File: src/rtl/snoop_bus_arbiter_if.sv
// snoop_bus_arbiter_if
//   Bundles the shared snooping-bus signals between the arbiter and its
//   cache-controller requesters and main memory.
//   master modport : the arbiter (drives bus, grant, done, resp_*, busy)
//   slave modport  : requesters/memory (drive req, req_msg, mem_data)
//   req        N_REQ    per-requester level request
//   req_msg    9*N_REQ  requester i's message in bits [9i+8:9i]
//   mem_data   9        memory output, read data in [3:0]
//   bus        9        broadcast message, zero outside the broadcast cycle
//   grant      N_REQ    one-hot bus owner
//   done       N_REQ    one-hot completion pulse
//   resp_data  4        captured memory read data
//   resp_valid 1        completion carries read data
//   busy       1        arbiter not idle
interface snoop_bus_arbiter_if #(
  parameter int N_REQ = 3
);
  logic [N_REQ-1:0]   req;
  logic [9*N_REQ-1:0] req_msg;
  logic [8:0]         mem_data;
  logic [8:0]         bus;
  logic [N_REQ-1:0]   grant;
  logic [N_REQ-1:0]   done;
  logic [3:0]         resp_data;
  logic               resp_valid;
  logic               busy;

  modport master (
    input  req, req_msg, mem_data,
    output bus, grant, done, resp_data, resp_valid, busy
  );

  modport slave (
    output req, req_msg, mem_data,
    input  bus, grant, done, resp_data, resp_valid, busy
  );
endinterface

File: src/rtl/snoop_bus_arbiter.sv
// snoop_bus_arbiter
//   Round-robin arbiter and sequencer for the shared 9-bit snooping bus
//   (state[8:7], tag[6:4], data[3:0]). One requester wins per transaction;
//   its message is broadcast for exactly one cycle. ReadMiss/WriteMiss
//   transactions wait MEM_LAT cycles, capture mem_data[3:0] and return it
//   with the done pulse.
//   clock : rising-edge system clock
//   reset : asynchronous active-high reset
//   sb    : snoop_bus_arbiter_if master modport (see interface header)
module snoop_bus_arbiter #(
  parameter int N_REQ   = 3,
  parameter int MEM_LAT = 2
) (
  input  logic                clock,
  input  logic                reset,
  snoop_bus_arbiter_if.master sb
);

  localparam int IW = (N_REQ > 1) ? $clog2(N_REQ) : 1;
  localparam logic [3:0]    CNT_INIT  = 4'(MEM_LAT - 1);
  localparam logic [IW-1:0] LAST_INIT = IW'(N_REQ - 1);

  typedef enum logic [1:0] {
    ST_IDLE = 2'b00,
    ST_BUS  = 2'b01,
    ST_WAIT = 2'b10,
    ST_DONE = 2'b11
  } state_t;

  // One-hot vector with bit idx set.
  function automatic logic [N_REQ-1:0] onehot(input logic [IW-1:0] idx);
    onehot = {{(N_REQ-1){1'b0}}, 1'b1} << idx;
  endfunction

  // ReadMiss (01) and WriteMiss (10) need a memory reply.
  function automatic logic is_miss(input logic [8:0] msg);
    is_miss = (msg[8:7] == 2'b01) || (msg[8:7] == 2'b10);
  endfunction

  // Requester index k positions after base, wrapping at N_REQ.
  function automatic logic [IW-1:0] rr_idx(input logic [IW-1:0] base, input int k);
    rr_idx = IW'((int'(base) + k) % N_REQ);
  endfunction

  state_t          state_r;
  logic [IW-1:0]   winner_r;
  logic [IW-1:0]   last_r;
  logic [8:0]      msg_r;
  logic [3:0]      cnt_r;
  logic [8:0]      bus_r;
  logic [N_REQ-1:0] grant_r;
  logic [N_REQ-1:0] done_r;
  logic [3:0]      resp_data_r;
  logic            resp_valid_r;
  logic            busy_r;

  logic            pick_found_s;
  logic [IW-1:0]   pick_idx_s;
  logic [8:0]      msg_arr_s [N_REQ];
  logic [8:0]      msg_sel_s;
  logic            mem_hi_unused_s;

  // Only the low nibble of the memory word carries read data.
  assign mem_hi_unused_s = ^sb.mem_data[8:4];

  // Split the flat message vector into one 9-bit word per requester.
  for (genvar g = 0; g < N_REQ; g++) begin : g_msg
    assign msg_arr_s[g] = sb.req_msg[9*g+8 -: 9];
  end

  // Round-robin pick: scanning from the farthest candidate back to last+1
  // lets the closest requesting index overwrite and win.
  always_comb begin
    pick_found_s = 1'b0;
    pick_idx_s   = {IW{1'b0}};
    for (int k = N_REQ; k >= 1; k--) begin
      if (sb.req[rr_idx(last_r, k)]) begin
        pick_found_s = 1'b1;
        pick_idx_s   = rr_idx(last_r, k);
      end else begin
        pick_found_s = pick_found_s;
      end
    end
  end

  // Message of the selected requester.
  always_comb begin
    msg_sel_s = msg_arr_s[pick_idx_s];
  end

  // Transaction FSM; every output is registered with its next-state value.
  always_ff @(posedge clock or posedge reset) begin
    if (reset) begin
      state_r      <= ST_IDLE;
      winner_r     <= {IW{1'b0}};
      last_r       <= LAST_INIT;
      msg_r        <= 9'h000;
      cnt_r        <= 4'd0;
      bus_r        <= 9'h000;
      grant_r      <= {N_REQ{1'b0}};
      done_r       <= {N_REQ{1'b0}};
      resp_data_r  <= 4'h0;
      resp_valid_r <= 1'b0;
      busy_r       <= 1'b0;
    end else begin
      case (state_r)
        ST_IDLE: begin
          if (pick_found_s) begin
            winner_r <= pick_idx_s;
            msg_r    <= msg_sel_s;
            bus_r    <= msg_sel_s;
            grant_r  <= onehot(pick_idx_s);
            busy_r   <= 1'b1;
            state_r  <= ST_BUS;
          end else begin
            bus_r    <= 9'h000;
            grant_r  <= {N_REQ{1'b0}};
            busy_r   <= 1'b0;
            state_r  <= ST_IDLE;
          end
          done_r       <= {N_REQ{1'b0}};
          resp_valid_r <= 1'b0;
        end
        ST_BUS: begin
          bus_r <= 9'h000;
          if (is_miss(msg_r)) begin
            cnt_r   <= CNT_INIT;
            state_r <= ST_WAIT;
          end else begin
            done_r       <= onehot(winner_r);
            resp_valid_r <= 1'b0;
            state_r      <= ST_DONE;
          end
        end
        ST_WAIT: begin
          // Counter reaching zero marks the cycle whose end holds valid memory data.
          if (cnt_r == 4'd0) begin
            resp_data_r  <= sb.mem_data[3:0];
            resp_valid_r <= 1'b1;
            done_r       <= onehot(winner_r);
            state_r      <= ST_DONE;
          end else begin
            cnt_r <= cnt_r - 4'd1;
          end
        end
        ST_DONE: begin
          last_r       <= winner_r;
          grant_r      <= {N_REQ{1'b0}};
          done_r       <= {N_REQ{1'b0}};
          resp_valid_r <= 1'b0;
          busy_r       <= 1'b0;
          state_r      <= ST_IDLE;
        end
        default: begin
          bus_r        <= 9'h000;
          grant_r      <= {N_REQ{1'b0}};
          done_r       <= {N_REQ{1'b0}};
          resp_valid_r <= 1'b0;
          busy_r       <= 1'b0;
          state_r      <= ST_IDLE;
        end
      endcase
    end
  end

  assign sb.bus        = bus_r;
  assign sb.grant      = grant_r;
  assign sb.done       = done_r;
  assign sb.resp_data  = resp_data_r;
  assign sb.resp_valid = resp_valid_r;
  assign sb.busy       = busy_r;

endmodule

File: src/flat_wrapper.sv
// flat-port wrapper written by rule: the top's interface ports become plain ports
module snoop_bus_arbiter_flat 
#(
  parameter int N_REQ   = 3,
  parameter int MEM_LAT = 2
)
  (clock, reset, sb_req, sb_req_msg, sb_mem_data, sb_bus, sb_grant, sb_done, sb_resp_data, sb_resp_valid, sb_busy);
  snoop_bus_arbiter_if #(.N_REQ(N_REQ)) sb_i ();
  input  logic clock;
  input  logic reset;
  input wire logic [$bits(sb_i.req)-1:0] sb_req;
  input wire logic [$bits(sb_i.req_msg)-1:0] sb_req_msg;
  input wire logic [$bits(sb_i.mem_data)-1:0] sb_mem_data;
  output wire logic [$bits(sb_i.bus)-1:0] sb_bus;
  output wire logic [$bits(sb_i.grant)-1:0] sb_grant;
  output wire logic [$bits(sb_i.done)-1:0] sb_done;
  output wire logic [$bits(sb_i.resp_data)-1:0] sb_resp_data;
  output wire logic [$bits(sb_i.resp_valid)-1:0] sb_resp_valid;
  output wire logic [$bits(sb_i.busy)-1:0] sb_busy;
  assign sb_i.req = sb_req;
  assign sb_i.req_msg = sb_req_msg;
  assign sb_i.mem_data = sb_mem_data;
  assign sb_bus = sb_i.bus;
  assign sb_grant = sb_i.grant;
  assign sb_done = sb_i.done;
  assign sb_resp_data = sb_i.resp_data;
  assign sb_resp_valid = sb_i.resp_valid;
  assign sb_busy = sb_i.busy;
  snoop_bus_arbiter #(.N_REQ(N_REQ), .MEM_LAT(MEM_LAT)) u_core (.clock(clock), .reset(reset), .sb(sb_i));
endmodule
File: config.mk
export PLATFORM = sky130hd
export DESIGN_NAME = snoop_bus_arbiter_flat
export DESIGN_NICKNAME = d
export VERILOG_FILES = /design/src/rtl/snoop_bus_arbiter_if.sv /design/src/rtl/snoop_bus_arbiter.sv /design/src/flat_wrapper.sv
export SDC_FILE = /design/constraint.sdc
export NUM_CORES = 1
export LEC_CHECK = 0
export CAP_MARGIN = 20
export CELL_PAD_IN_SITES_DETAIL_PLACEMENT = 1
export CELL_PAD_IN_SITES_GLOBAL_PLACEMENT = 1
export CORE_UTILIZATION = 35
export CTS_CLUSTER_DIAMETER = 50
export DETAILED_ROUTE_END_ITERATION = 12
export PLACE_DENSITY = 0.87
export SYNTH_ARGS = -nofsm -noshare
export SYNTH_HDL_FRONTEND = slang
export SYNTH_SLANG_ARGS = --single-unit
File: constraint.sdc
create_clock -name clock -period 3.1 [get_ports clock]
set_input_delay 0.93 -clock clock [delete_from_list [all_inputs] [get_ports clock]]
set_output_delay 0.93 -clock clock [all_outputs]
set_load 0.02 [all_outputs]
==> impl_metrics.toml, run 1 <==
[flow_run]
cap_violations = 0

[grt]
grt_pass1_wl_mm = 9.94
grt_pass1_vias = 2101
antenna_found_initial = 0
grt.overflow.total = 0
grt_util_all_layers_pct = 19.9
grt_max_degree = 34

[clock_network]
numCtsBuffers = 5
cts.path.max_buffers = 2
cts_tree = "built"
cts_sinks = 33
cts_hold_buf = 0
clk-insertion-delay-late_ps = 280
htree_levels = 2
post_cts_buffers = 0
post_cts_resized = 0
clk_pin_slew_ps = 70
root_buffer = "clkbuf_8"

[synthesis]
synthArstFlopShare_pct = 100
ys_warn_count = 0
synth_flop_cell = "dfrtp_1"
post_synth.cell_area_avg_um2 = 9.48
ys_seq_area_share_pct = 38.8
yosysTopAreaCell = "dfrtp_1"
synth_area_leaders = "dfrtp_1 (38%), o21ai_0 (5.9%), ha_1 (5.3%)"
synth_edf_count = 0
syn_nets = 275
syn_inst = 225
ys_types = 51
post-synth-top-count-cell = "dfrtp_1"
synth_top_cell_area_share_pct = 37.6
synth-seq-cells = 33
syn_area_um2 = 2130
ys_top_cells_by_count = "dfrtp_1 (32), nand2_1 (30), o21ai_0 (25)"

[timing]
timing_max_transition_violations_final = 0
final-setup-viol-count = 0
slew_headroom_pct = 58.0
fmax_mhz = 377
rsz0062_at_grt = "no"
finalClockSkew_ps = 5.25
min_period_ps = 2650
worstMarginPinSlew_ps = 628
fin_crit_sh_pct = 85.5
hold_slack_ps = 488
fin_setup_tns_ps = 0
hold_viol = 0

[floorplan]
rows = 28
die_area_um2 = 6410
ioPinCount = 62
die_w_um = 80.1
floorplan.die.height_um = 80.1
initial_core_util_pct = 36.2
core-area_um2 = 5890

[placed_design]
io_buffers = 56
gp_congestion = 0.808
dp_hpwl_mm = 4.35

[routing]
vias_per_cell = 5.52
first_pass_iters = 4
via_count = 1999
avgRoutedWirePerCell_um = 16.4
antenna_left = 0
finalWirelength_mm = 5.94
drc = 0
drt-initial-drc-count = 80

[finish]
fillers = 681
fin_nets = 336
multi_input_area_um2 = 1200
register_area_um2 = 827
drive_gt1_share_pct = 12.2
syn_to_final_growth_pct = 37.2
diodes = 0

[critical_path]
slowest_stage = "clkdlybuf4s50_1"
cpPeakStageDelay_ps = 560
crit_chain = "clkdlybuf4s50_1 -> nand2_1 -> a2111oi_4 -> buf_4 -> o211ai_1 -> and4_1 -> o21ai_0"
worstSetupStartpointType = "input port"
cp_max_fo = 6
cp-end-kind = "register"
cp_data_required_time_ps = 3310
arrival_ps = 2860
critPathKind = "in -> reg"
path_buf_inv = 2
crit_family = "buffers and inverters"

[power]
leakagePower_nw = 1.21
irDropWorstVdd_mv = 0.557
finalPower_mw = 3.31
powerDensity_nw_per_um2 = 1130

[worst_hold_path]
hold_path.class = "reg -> reg"

[outcome]
status = "complete, no violations"
## metal layers
metal	global-route usage, %	share of wire (%)	vias to the layer above
li1	-	-	954
met1	25.3	45	999
met2	35.1	51	39
met3	2.84	3.0	7
met4	5.18	1.3	0
met5	0	0	-
## layout make-up
type	instances	area share [%]
Timing Repair Buffer	66	21.7
Inverter	10	1.28
Clock inverter	3	2.22
Clock buffer	5	2.35
Multi-Input combinational cell	170	40.9
Sequential cell	33	28.3
Tap cell	75	3.21
## kinds of logic (layout without fill, tap and decap cells)
group / after synthesis / after routing / share of synthesized area, %
muxes: 11 / 11 / 5.87
and+or+nand+nor: 80 / 80 / 20.6
buffers and inverters: 22 / 84 / 5.05
AOI/OAI and AO/OA: 69 / 69 / 24.0
DFF: 33 / 33 / 38.8
adders and majority gates: 9 / 9 / 5.28
xor gates and xnor gates: 1 / 1 / 0.411
## per-stage QoR
step	setup slack, ps	area, µm²	std cells	util (%)
CTS	459	2930	362	49.7
global route	319	2930	362	49.7
detailed placement	146	2790	354	47.4
floorplan	873	2130	225	-
finish	449	2930	362	49.7
global placement	199	2790	354	47.4
## state kept, by name (all words and copies together), names as in the netlist
register	cells
u_core.cnt_r	4
u_core.last_r	2
u_core.msg_r	2
u_core.sb.bus	9
u_core.sb.busy	1
u_core.sb.done	3
u_core.sb.grant	3
u_core.sb.resp_data	4
u_core.sb.resp_valid	1
u_core.state_r	2
u_core.winner_r	2
## worst reg2reg max path, cell delays in order (launching register included)
cell and delay (ps):
dfstp_2 560, inv_1 60, ha_1 310, mux2i_1 270, o22ai_2 220, o41ai_2 580, nor2_1 80, a22o_1 210
## power by group
part           leakage (nW)  internal, mW  switching (mW)
Sequential            0.421         0.618           0.116
Combinational         0.722         0.905            1.19
Clock                0.0681         0.319           0.159
Total                  1.21          1.84            1.47
## cell usage in the layout, fill, tap and decap left out, types with 5 or more instances in the layout
master and count:
o31ai_1 5, clkbuf_8 5, o211ai_1 9, mux2_2 8, a22oi_1 9, clkdlybuf4s50_1 56, ha_1 9, o21ai_0 25
nor2_1 11, and4_1 8, buf_4 10, inv_1 10, dfrtp_1 32, nand2_1 30, nand4_1 9
## worst paths after layout
path / startpoint / end / slack (ps) / cells past startpoint
max reg2reg: u_core.last_r[1] / u_core.sb.grant[1] / 710 / 7
min: u_core.sb.bus[5] / u_core.sb.bus[5] / 490 / 2
min in group asynchronous: reset / u_core.sb.resp_data[3] / 1040 / 3
max: sb_req[1] / u_core.sb.bus[3] / 450 / 7
max in group asynchronous: reset / u_core.last_r[1] / 1720 / 3
min reg2reg: u_core.sb.bus[5] / u_core.sb.bus[5] / 490 / 2
Power figures use the tool's default switching activity.
==> run 2, diff against run 1 <==
--- a/config.mk
+++ b/config.mk
@@ -12,6 +12,7 @@
 export CTS_CLUSTER_DIAMETER = 50
 export DETAILED_ROUTE_END_ITERATION = 12
 export PLACE_DENSITY = 0.87
+export SETUP_SLACK_MARGIN = 0.4
 export SYNTH_ARGS = -nofsm -noshare
 export SYNTH_HDL_FRONTEND = slang
 export SYNTH_SLANG_ARGS = --single-unit
==> impl_metrics.toml, run 2 (synthesis results as in run 1) <==
[critical_path]
r2r_start = "u_core.last_r[1]"
cpPeakStageDelay_ps = 440
cp-end-kind = "register"
cpMostUsedCell = "buf_4"
slowest_stage = "clkdlybuf4s50_1"
critPathKind = "in -> reg"
cp_max_fo = 11
rr_worst_depth = 7
worstSetupStartpointType = "input port"
crit_chain = "clkdlybuf4s50_1 -> buf_4 -> mux2_4 -> a2bb2oi_1 -> buf_4 -> nand4_1 -> and4_1 -> o31ai_1"
regToRegSetupSlack_ps = 610
arrival_ps = 2760
r2r_end = "u_core.sb.grant[1]"
cp_data_required_time_ps = 3290

[floorplan]
rows = 28
die_area_um2 = 6410
core-area_um2 = 5890
initial_core_util_pct = 36.2
ioPinCount = 62
floorplan.die.height_um = 80.1
die_w_um = 80.1

[timing]
min_period_ps = 2570
final-setup-viol-count = 0
fin_setup_tns_ps = 0
slew_headroom_pct = 58.3
fmax_mhz = 389
timing_max_transition_violations_final = 0
hold_viol = 0
fin_crit_sh_pct = 82.9
worstMarginPinSlew_ps = 623
rsz0062_at_grt = "no"
finalClockSkew_ps = 5.19
setup_slack_ps = 529

[grt]
grt.overflow.total = 0
grt_pass1_wl_mm = 9.94
grt_pass1_vias = 2101
grt_max_degree = 34
antenna_found_initial = 0
grt_util_all_layers_pct = 19.9

[clock_network]
cts.path.max_buffers = 2
cts_tree = "built"
root_buffer = "clkbuf_8"
clk_pin_slew_ps = 70
clk-insertion-delay-late_ps = 280
htree_levels = 2
numCtsBuffers = 5
cts_sinks = 33

[routing]
drc = 0
finalWirelength_mm = 6.05
m1WireLength_mm = 2.67
dr_wl_met2_mm = 3.11
avgRoutedWirePerCell_um = 16.7
via_count = 2015
vias_per_cell = 5.55
antenna_left = 0
top_layer = "met4"
drt-initial-drc-count = 85
wl_met3_um = 219
first_pass_iters = 4

[worst_hold_path]
hold_start = "u_core.sb.bus[5]"
min_to = "u_core.sb.bus[5]"
worstHoldPathCells = 2
hold_path.class = "reg -> reg"

[placed_design]
dp_hpwl_mm = 4.35
place_ws_ps = 146
io_buffers = 56
gp_congestion = 0.808
dp_cells = 354

[outcome]
status = "complete, no violations"

[power]
switching_share_pct = 44.5
irDropWorstVdd_mv = 0.451
powerDensity_nw_per_um2 = 1140
p_comb_share_pct = 63.9
power_frac_seq_pct = 21.9
leakagePower_nw = 1.22
switchingPower_mw = 1.49
internal-power_mw = 1.86
finalPower_mw = 3.35
p_clk_share_pct = 14.2

[finish]
fin_nets = 337
fillers = 680
final_cell_mix = "clkdlybuf4s50_1 (56), dfrtp_1 (32), nand2_1 (30)"
instances_no_fill = 363
largest_register_ffs = 9
syn_to_final_growth_pct = 38.1
drive_gt1_share_pct = 13.2
final_common_cell = "clkdlybuf4s50_1"
diodes = 0

[flow_run]
cap_violations = 0
[run 2: metal layers]
| layer | GRT usage, % | vias up |
|---|---|---|
| met5 | 0 | - |
| met4 | 5.18 | 0 |
| met3 | 2.84 | 6 |
| met2 | 35.1 | 48 |
| met1 | 25.3 | 1000 |
| li1 | - | 961 |
[run 2: layout make-up]
cell class	instances	area, µm²	share of cell area [%]
Clock buffer	5	68.8	2.34
Inverter	10	37.5	1.27
Clock inverter	3	65.1	2.21
Multi-Input combinational cell	170	1210	41.1
Sequential cell	33	827	28.1
Timing Repair Buffer	67	643	21.8
Tap cell	75	93.8	3.19
[run 2: worst max-delay path: cells and delay by family]
kind	cells	cell delay, ps
muxes	1	280
buffers and inverters	3	820
AOI/OAI and AO/OA	2	420
and+or+nand+nor	2	300
[run 2: power groups by stage]
stage               registers, mW  logic, mW  clock network [mW]
floorplan                   0.838       1.35                   0
global placement            0.728       2.00                   0
detailed placement          0.740       2.09                   0
CTS                         0.735       2.12               0.491
global route                0.756       2.37               0.510
finish                      0.734       2.14               0.477
[run 2: how the worst max path moves through the flow]
stage	endpoint	startpoint	cells after the start	slack [ps]
floorplan	u_core.winner_r[0]	sb_req[2]	4	870
global placement	u_core.sb.bus[3]	sb_req[1]	7	200
detailed placement	u_core.sb.bus[3]	sb_req[1]	7	150
CTS	u_core.sb.bus[3]	sb_req[1]	7	460
global route	u_core.msg_r[7]	sb_req[2]	8	420
finish	u_core.msg_r[7]	sb_req[2]	8	530
[run 2: what timing repair did]
item,4_1_cts,5_1_grt
gates resized for setup,0,3
setup buffers,0,1
endpoints found under the setup margin,0,10
hold buffers,0,0
[run 2: through the flow]
stage	utilization, %	hold WS, ps	area, µm²
6_report	50.0	487	2950
3_5_place_dp	47.4	473	2790
2_1_floorplan	-	466	2130
3_3_place_gp	47.4	465	2790
4_1_cts	49.7	492	2930
5_1_grt	50.0	516	2950
